## src/rtl/pong_match_ctrl.sv

```systemverilog
// Match-level sequencer for Pong: holds the ball for a serve, runs play,
// scores misses and declares a winner once a player reaches the score limit.
module pong_match_ctrl #(
   parameter int SCORE_WIDTH  = 4,
   parameter int SCORE_LIMIT  = 9,
   parameter int SERVE_FRAMES = 60
) (
   input  logic                   i_Clk,
   input  logic                   i_Rst_L,
   input  logic                   i_Game_Start,
   input  logic                   i_Frame_Tick,
   input  logic                   i_Miss_P1,
   input  logic                   i_Miss_P2,
   output logic [2:0]             o_State,
   output logic                   o_Play_Enable,
   output logic                   o_Ball_Reset,
   output logic                   o_Serve_Dir,
   output logic [SCORE_WIDTH-1:0] o_Score_P1,
   output logic [SCORE_WIDTH-1:0] o_Score_P2,
   output logic                   o_Point,
   output logic                   o_Winner
);

   typedef enum logic [2:0] {
      IDLE      = 3'd0,
      SERVE     = 3'd1,
      RUNNING   = 3'd2,
      POINT     = 3'd3,
      GAME_OVER = 3'd4
   } state_t;

   // A SERVE_FRAMES of 0 is treated as a single-frame hold.
   localparam logic [7:0] SERVE_LAST =
      (SERVE_FRAMES <= 1) ? 8'd0 : 8'(SERVE_FRAMES - 1);
   localparam logic [SCORE_WIDTH-1:0] LIMIT = SCORE_WIDTH'(SCORE_LIMIT);
   localparam logic [SCORE_WIDTH-1:0] ONE   = SCORE_WIDTH'(1);

   state_t     state;
   logic [7:0] frame_cnt;

   assign o_State = state;

   // Match sequencer: state, counters, scores and all registered outputs.
   always_ff @(posedge i_Clk or negedge i_Rst_L) begin
      if (!i_Rst_L) begin
         state         <= IDLE;
         frame_cnt     <= 8'd0;
         o_Score_P1    <= '0;
         o_Score_P2    <= '0;
         o_Serve_Dir   <= 1'b1;
         o_Winner      <= 1'b0;
         o_Play_Enable <= 1'b0;
         o_Ball_Reset  <= 1'b1;
         o_Point       <= 1'b0;
      end else begin
         o_Point <= 1'b0;
         case (state)
            IDLE, GAME_OVER: begin
               if (i_Game_Start) begin
                  o_Score_P1  <= '0;
                  o_Score_P2  <= '0;
                  o_Winner    <= 1'b0;
                  o_Serve_Dir <= 1'b1;
                  frame_cnt   <= 8'd0;
                  state       <= SERVE;
               end
            end
            SERVE: begin
               if (i_Frame_Tick) begin
                  if (frame_cnt == SERVE_LAST) begin
                     frame_cnt     <= 8'd0;
                     state         <= RUNNING;
                     o_Play_Enable <= 1'b1;
                     o_Ball_Reset  <= 1'b0;
                  end else begin
                     frame_cnt <= frame_cnt + 8'd1;
                  end
               end
            end
            RUNNING: begin
               if (i_Miss_P1 && i_Miss_P2) begin
                  state         <= SERVE;
                  o_Play_Enable <= 1'b0;
                  o_Ball_Reset  <= 1'b1;
               end else if (i_Miss_P1) begin
                  o_Score_P2    <= o_Score_P2 + ONE;
                  o_Serve_Dir   <= 1'b0;
                  state         <= POINT;
                  o_Point       <= 1'b1;
                  o_Play_Enable <= 1'b0;
                  o_Ball_Reset  <= 1'b1;
               end else if (i_Miss_P2) begin
                  o_Score_P1    <= o_Score_P1 + ONE;
                  o_Serve_Dir   <= 1'b1;
                  state         <= POINT;
                  o_Point       <= 1'b1;
                  o_Play_Enable <= 1'b0;
                  o_Ball_Reset  <= 1'b1;
               end
            end
            POINT: begin
               // The serve direction points at whoever lost, so it names the scorer.
               if ((o_Serve_Dir && o_Score_P1 == LIMIT) ||
                   (!o_Serve_Dir && o_Score_P2 == LIMIT)) begin
                  o_Winner <= ~o_Serve_Dir;
                  state    <= GAME_OVER;
               end else begin
                  frame_cnt <= 8'd0;
                  state     <= SERVE;
               end
            end
            default: begin
               state         <= IDLE;
               frame_cnt     <= 8'd0;
               o_Play_Enable <= 1'b0;
               o_Ball_Reset  <= 1'b1;
            end
         endcase
      end
   end

endmodule

```

## config.mk

```make
export PLATFORM = sky130hd
export DESIGN_NAME = pong_match_ctrl
export DESIGN_NICKNAME = d
export VERILOG_FILES = /design/src/rtl/pong_match_ctrl.sv
export SDC_FILE = /design/constraint.sdc
export NUM_CORES = 1
export LEC_CHECK = 0
export CAP_MARGIN = 30
export CORE_ASPECT_RATIO = 1.2
export CORE_MARGIN = 4
export CORE_UTILIZATION = 52
export DETAILED_ROUTE_END_ITERATION = 10
export PLACE_DENSITY_LB_ADDON = 0.25
export SETUP_SLACK_MARGIN = 0.05
export SYNTH_ARGS = -nofsm -noshare
export SYNTH_HDL_FRONTEND = slang
export SYNTH_SLANG_ARGS = --single-unit
```

## constraint.sdc

```tcl
create_clock -name i_Clk -period 2.2 [get_ports i_Clk]
set_input_delay 0.44 -clock i_Clk [delete_from_list [all_inputs] [get_ports i_Clk]]
set_output_delay 0.44 -clock i_Clk [all_outputs]
set_load 0.01 [all_outputs]
```

# Yosys cells after proc, flatten, opt, wreduce, memory -nomap -nowiden
# Index checks and enable logic that the tools add are counted.
word_totals:
  regBits: 24
  inputBits: 6
  output_inout_bits: 16
  word_cells: 94
op_classes:
  n_addsub: 3
  n_eq_ne: 18
  mux: 44
  bitwise: 3
  n_reduce_logical: 17
op_table:
  columns: ["op", "count"]
  rows:
  - ["two-way mux 8 bit", 4]
  - ["one-hot mux 8 bit (4 select lines)", 1]
  - ["two-way mux 4 bit", 6]
  - ["two-way mux 3 bit", 7]
  - ["AND reduction 4 bit", 5]
  - ["two-way mux 1 bit", 19]
  - ["inequality test 2 bit, second input constant", 9]
  - ["one-hot mux 4 bit (2 select lines)", 2]
  - ["one-hot mux 3 bit (4 select lines)", 1]
  - ["adder 4 x 1 -> 4 bit, second input constant", 2]
  - ["adder 8 x 1 -> 8 bit, second input constant", 1]
  - ["equality test 4 bit, second input constant", 2]
  - ["equality test 8 x 6 -> 1 bit, second input constant", 1]
  - ["equality test 3 x 2 -> 1 bit, second input constant", 2]
  - ["one-hot mux 1 bit (3 select lines)", 2]
  - ["AND reduction 5 bit", 1]
  - ["inequality test 4 bit, second input constant", 1]
  - ["one-hot mux 1 bit (2 select lines)", 2]
  - ["nonzero test 2 bit", 2]
  - ["equality test 3 x 1 -> 1 bit, second input constant", 1]
  - ["equality test 3 bit, second input constant", 1]
  - ["logical AND 1 bit", 3]
  - ["logical NOT 3 bit", 1]
  - ["inequality test 3 bit, second input constant", 1]
  - ["6 further kinds", 8]

# Longest topological paths before layout
logic_depth:
  word_depth: 5
  ltp_mapped: 8
  mapped_depth_nobuf: 7

# Worst setup path before layout
# No wires, ideal clock.
synth_timing:
  path_type: "register to register"
  startpoint: "reg o_Score_P2[0]"
  endpoint: "reg frame_cnt[4]"
  setup_ns: 0.077
  arrival_ns: 1.683
  t_required_ns: 2.123
  setup_slack_ns: 0.439
  path_stages_with_launch: 8
  n_path_buf: 1
  period_less_slack_ns: 1.761
  path_cell_list: "dfrtp_1 > ha_1 > or4bb_1 > nand2_1 > o22a_1 > buf_6 > or3b_1 > a21oi_1"
synth_between:
  elab_chain_cells: 5
synth_lines:
  columns: ["item", "line_no", "rtl"]
  rows:
  - ["start: declaration", "19", "output logic [SCORE_WIDTH-1:0] o_Score_P2,"]
  - ["start signal: assignment", "86", "o_Score_P2 <= o_Score_P2 + ONE;"]
  - ["equality test 4 bit", "104", "(!o_Serve_Dir && o_Score_P2 == LIMIT)) begin"]
  - ["logical AND 1 bit", "104", null]
  - ["logical OR 1 bit", "103", "if ((o_Serve_Dir && o_Score_P1 == LIMIT) ||"]
  - ["inequality test 2 bit (no source line)", null, null]
  - ["AND reduction 4 bit (no source line)", null, null]
  - ["end signal: assignment", "76", "frame_cnt <= frame_cnt + 8'd1;"]
  - ["end: declaration", "39", "logic [7:0] frame_cnt;"]
# No other way between the ends.
# A chain may end at the register's enable or synchronous reset.

# Worst setup path in the final report
layout_timing:
  startpoint: "reg state[1], in the netlist o_State[1]"
  endpoint: "out o_State[1]"
layout_rtl:
  columns: ["item", "line_no", "rtl"]
  rows:
  - ["start: declaration", "38", "state_t state;"]
  - ["start signal: assignment", "46", "state <= IDLE;"]
  - ["start signal: assignment", "65", "state <= SERVE;"]
  - ["start signal: assignment", "72", "state <= RUNNING;"]
  - ["end: declaration", "14", "output logic [2:0] o_State,"]
# No word-level cell between the ends.

==> run_results.csv <==
group,metric,value,unit
sta,fin_ws,164,ps
synth,netlist_instances,141,
layout,layout.nets,182,
route,dr.pass1.iters,4,
synth,ys.warnings.count,0,
clock_network,h-tree-depth,1,
clock_network,root_buffer,"clkbuf_4",
clock_network,cts_resized,0,
global_routing,antenna_found_initial,0,
sta,post-route-min-period,2040,ps
layout,utilization,66.3,%
synth,syn_area_per_cell,9.85,um^2
clock_network,cts-hold-fix-buffers,0,
synth,synth_top_area_share,39.6,%
global_routing,grt_use_met3,2.30,%
placement,globalplace.congestion,0.832,
placement,placed_cells,197,
worst_setup_path,cp_slowest_cell,"dfrtp_1",
synth,synth.most_common_cell,"dfrtp_1",
layout,fillers,217,
sta,worst_clock_skew,7.98,ps
clock_network,cts.sinks,24,
worst_setup_path,critPathMaxFanout,12,
route,routed_wl,2.97,mm
synth,synth_top_cells_by_area,"dfrtp_1 40%, ha_1 6.3%, dfstp_2 3.8%, nand2_1 3.2%, nor2_1 3.0%",
worst_setup_path,worst_path_dominant_cell_family,"flip-flops",
clock_network,clk_pin_slew,140,ps
route,via_per_inst,5.64,
worst_setup_path,slowest_delay,650,ps
synth,synth_edf_count,0,
layout,drive_gt1_share,11.9,%
status,status,"completed",
floorplanning,die_x,55.2,um
global_routing,grt_pass1_vias,1150,
synth,synth.largest_area_cell,"dfrtp_1",
clock_network,clockBufferDepth,2,
synth,async_flop_share,100,%
global_routing,grt_usage,19.2,%
layout,layoutNonFillerInstCount,201,
worst_setup_path,ff2ff_setup_slack,180,ps
power,power-per-cell-area,732,nW/um^2
global_routing,grt_pass1_wl,5.16,mm
route,vias,1134,
power,ir_drop,0.612,mV
sta,rsz0062_at_grt,"false",
global_routing,grt_util_met2,33.7,%
synth,synth_seq_cells,24,
layout,syn_to_final_growth,21.9,%
sta,drv_slew,0,
power,p_leak,0.735,nW
worst_setup_path,path_cells,"clkdlybuf4s50_1",
sta,worst_hold_slack,454,ps
floorplanning,fp.coreArea,2550,um^2
clock_network,numCtsBuffers,3,
sta,timing.setup.tns,0,ps
worst_setup_path,critPathKind,"reg2out",
global_routing,grt_busiest_layer,"met2",
clock_network,clock_latency,310,ps
global_routing,grt_overflow,0,
power,power,1.24,mW
synth,ys_types,45,
synth,synth_nets,154,
floorplanning,dieArea,3560,um^2
worst_setup_path,crit_required,1760,ps
floorplanning,io_pins,22,
sta,worstMarginPinSlew,455,ps
sta,max_freq,0.491,GHz
route,routedWlPerCell,14.8,um
route,ant_nets,0,
clock_network,post-cts-setup-buffers,0,
sta,finalSetupViolCount,0,
worst_setup_path,cp-start-kind,"register",
sta,final_hold_viol_count,0,
layout,postLayoutCellArea,1690,um^2
placement,place_ws,38.7,ps
synth,synth_top_flop_cell,"dfrtp_1",
floorplanning,dieHeight,64.6,um
floorplanning,num_rows,20,
global_routing,use_met1,23.9,%
route,drtIter0Drc,15,
worst_setup_path,arrival,1600,ps
synth,syn-cell-area,1390,um^2
flow_run,cap_violations,0,
synth,synth-seq-area-share,43.4,%
placement,dp_hpwl,2.33,mm
sta,period_share,92.5,%
global_routing,grt_max_degree,25,
placement,place_area,1660,um^2
worst_setup_path,path_buf_inv,1,
synth,synthTopCellsByCount,"22 x dfrtp_1, 12 x nand2_1, 11 x nor2_1",
clock_network,cts_tree,"built",
layout,antenna_cells,0,
floorplanning,start_util,54.4,%
placement,io_buffers,21,
sta,relSlewSlack,69.6,%
route,drc,0,
worst_hold_path,hold_path.class,"in2async",
worst_setup_path,cp-end-kind,"primary output",
==> metal layers <==
metal,share of wire [%],vias up
li1,-,556
met1,41,550
met2,54,24
met3,3.5,4
met4,1.0,0
met5,0,-
==> state kept, by name, indices dropped and copies added (netlist names) <==
signal and count:
frame_cnt 8, o_Score_P1 4, o_Score_P2 4, o_State 3, o_Ball_Reset 1, o_Play_Enable 1, o_Point 1, o_Serve_Dir 1
o_Winner 1
==> worst paths after layout <==
kind,startpoint,endpoint,cells past startpoint
max,o_State[1]$_DFFE_PN0P_,o_State[1],1
min,i_Rst_L,o_State[1]$_DFFE_PN0P_,2
max reg2reg,o_Score_P2[1]$_DFFE_PN0P_,frame_cnt[3]$_DFFE_PN0P_,8
min reg2reg,frame_cnt[7]$_DFFE_PN0P_,frame_cnt[7]$_DFFE_PN0P_,1
max in group asynchronous,i_Rst_L,o_Serve_Dir$_DFFE_PN1P_,2
min in group i_Clk,frame_cnt[7]$_DFFE_PN0P_,frame_cnt[7]$_DFFE_PN0P_,1
==> area by class of cell <==
type / count / area [um^2] / share of cell area (%)
inverter: 11 / 41.3 / 2.44
sequential: 24 / 603 / 35.6
timing repair buffer: 27 / 255 / 15.1
tap: 33 / 41.3 / 2.44
multi-input combinational: 102 / 716 / 42.3
clock buffer: 4 / 36.3 / 2.14
==> kinds of logic (layout without fill, tap and decap cells) <==
| logic type | count (synthesis) | after routing | synth area share, % |
|---|---|---|---|
| AOI/OAI and AO/OA | 35 | 35 | 16.8 |
| xor gates and xnor gates | 4 | 4 | 2.52 |
| adders and majority gates | 7 | 7 | 6.31 |
| buffers and inverters | 15 | 42 | 5.05 |
| DFF | 24 | 24 | 43.4 |
| muxes | 3 | 3 | 2.16 |
| and+or+nand+nor | 53 | 53 | 23.8 |
==> placed cells by master (no fill, tap or decap), drive strengths merged, types with 2 or more instances in the layout <==
cell	synthesis	final
xor2	4	4
clkbuf	0	4
nor2	11	11
o31ai	3	3
o22a	2	2
a211oi	2	2
a21oi	8	8
dfstp	2	2
buf	4	6
or3	2	2
nand2	12	12
nor3	2	2
mux2i	3	3
a31oi	2	2
nor3b	2	2
nor2b	2	2
ha	7	7
nand2b	5	5
o22ai	3	3
o21ai	9	9
and3	2	2
nand3	3	3
inv	10	10
dfrtp	22	22
nand4	3	3
clkdlybuf4s50	0	21
==> report_power, final <==
group	switching, mW	internal, mW	leakage [nW]	total (mW)
Sequential	0.103	0.526	0.315	0.629
Combinational	0.188	0.184	0.400	0.372
Clock	0.138	0.101	0.0210	0.239
Total	0.429	0.811	0.735	1.24
Note: power is estimated with default switching activity, not from simulation.
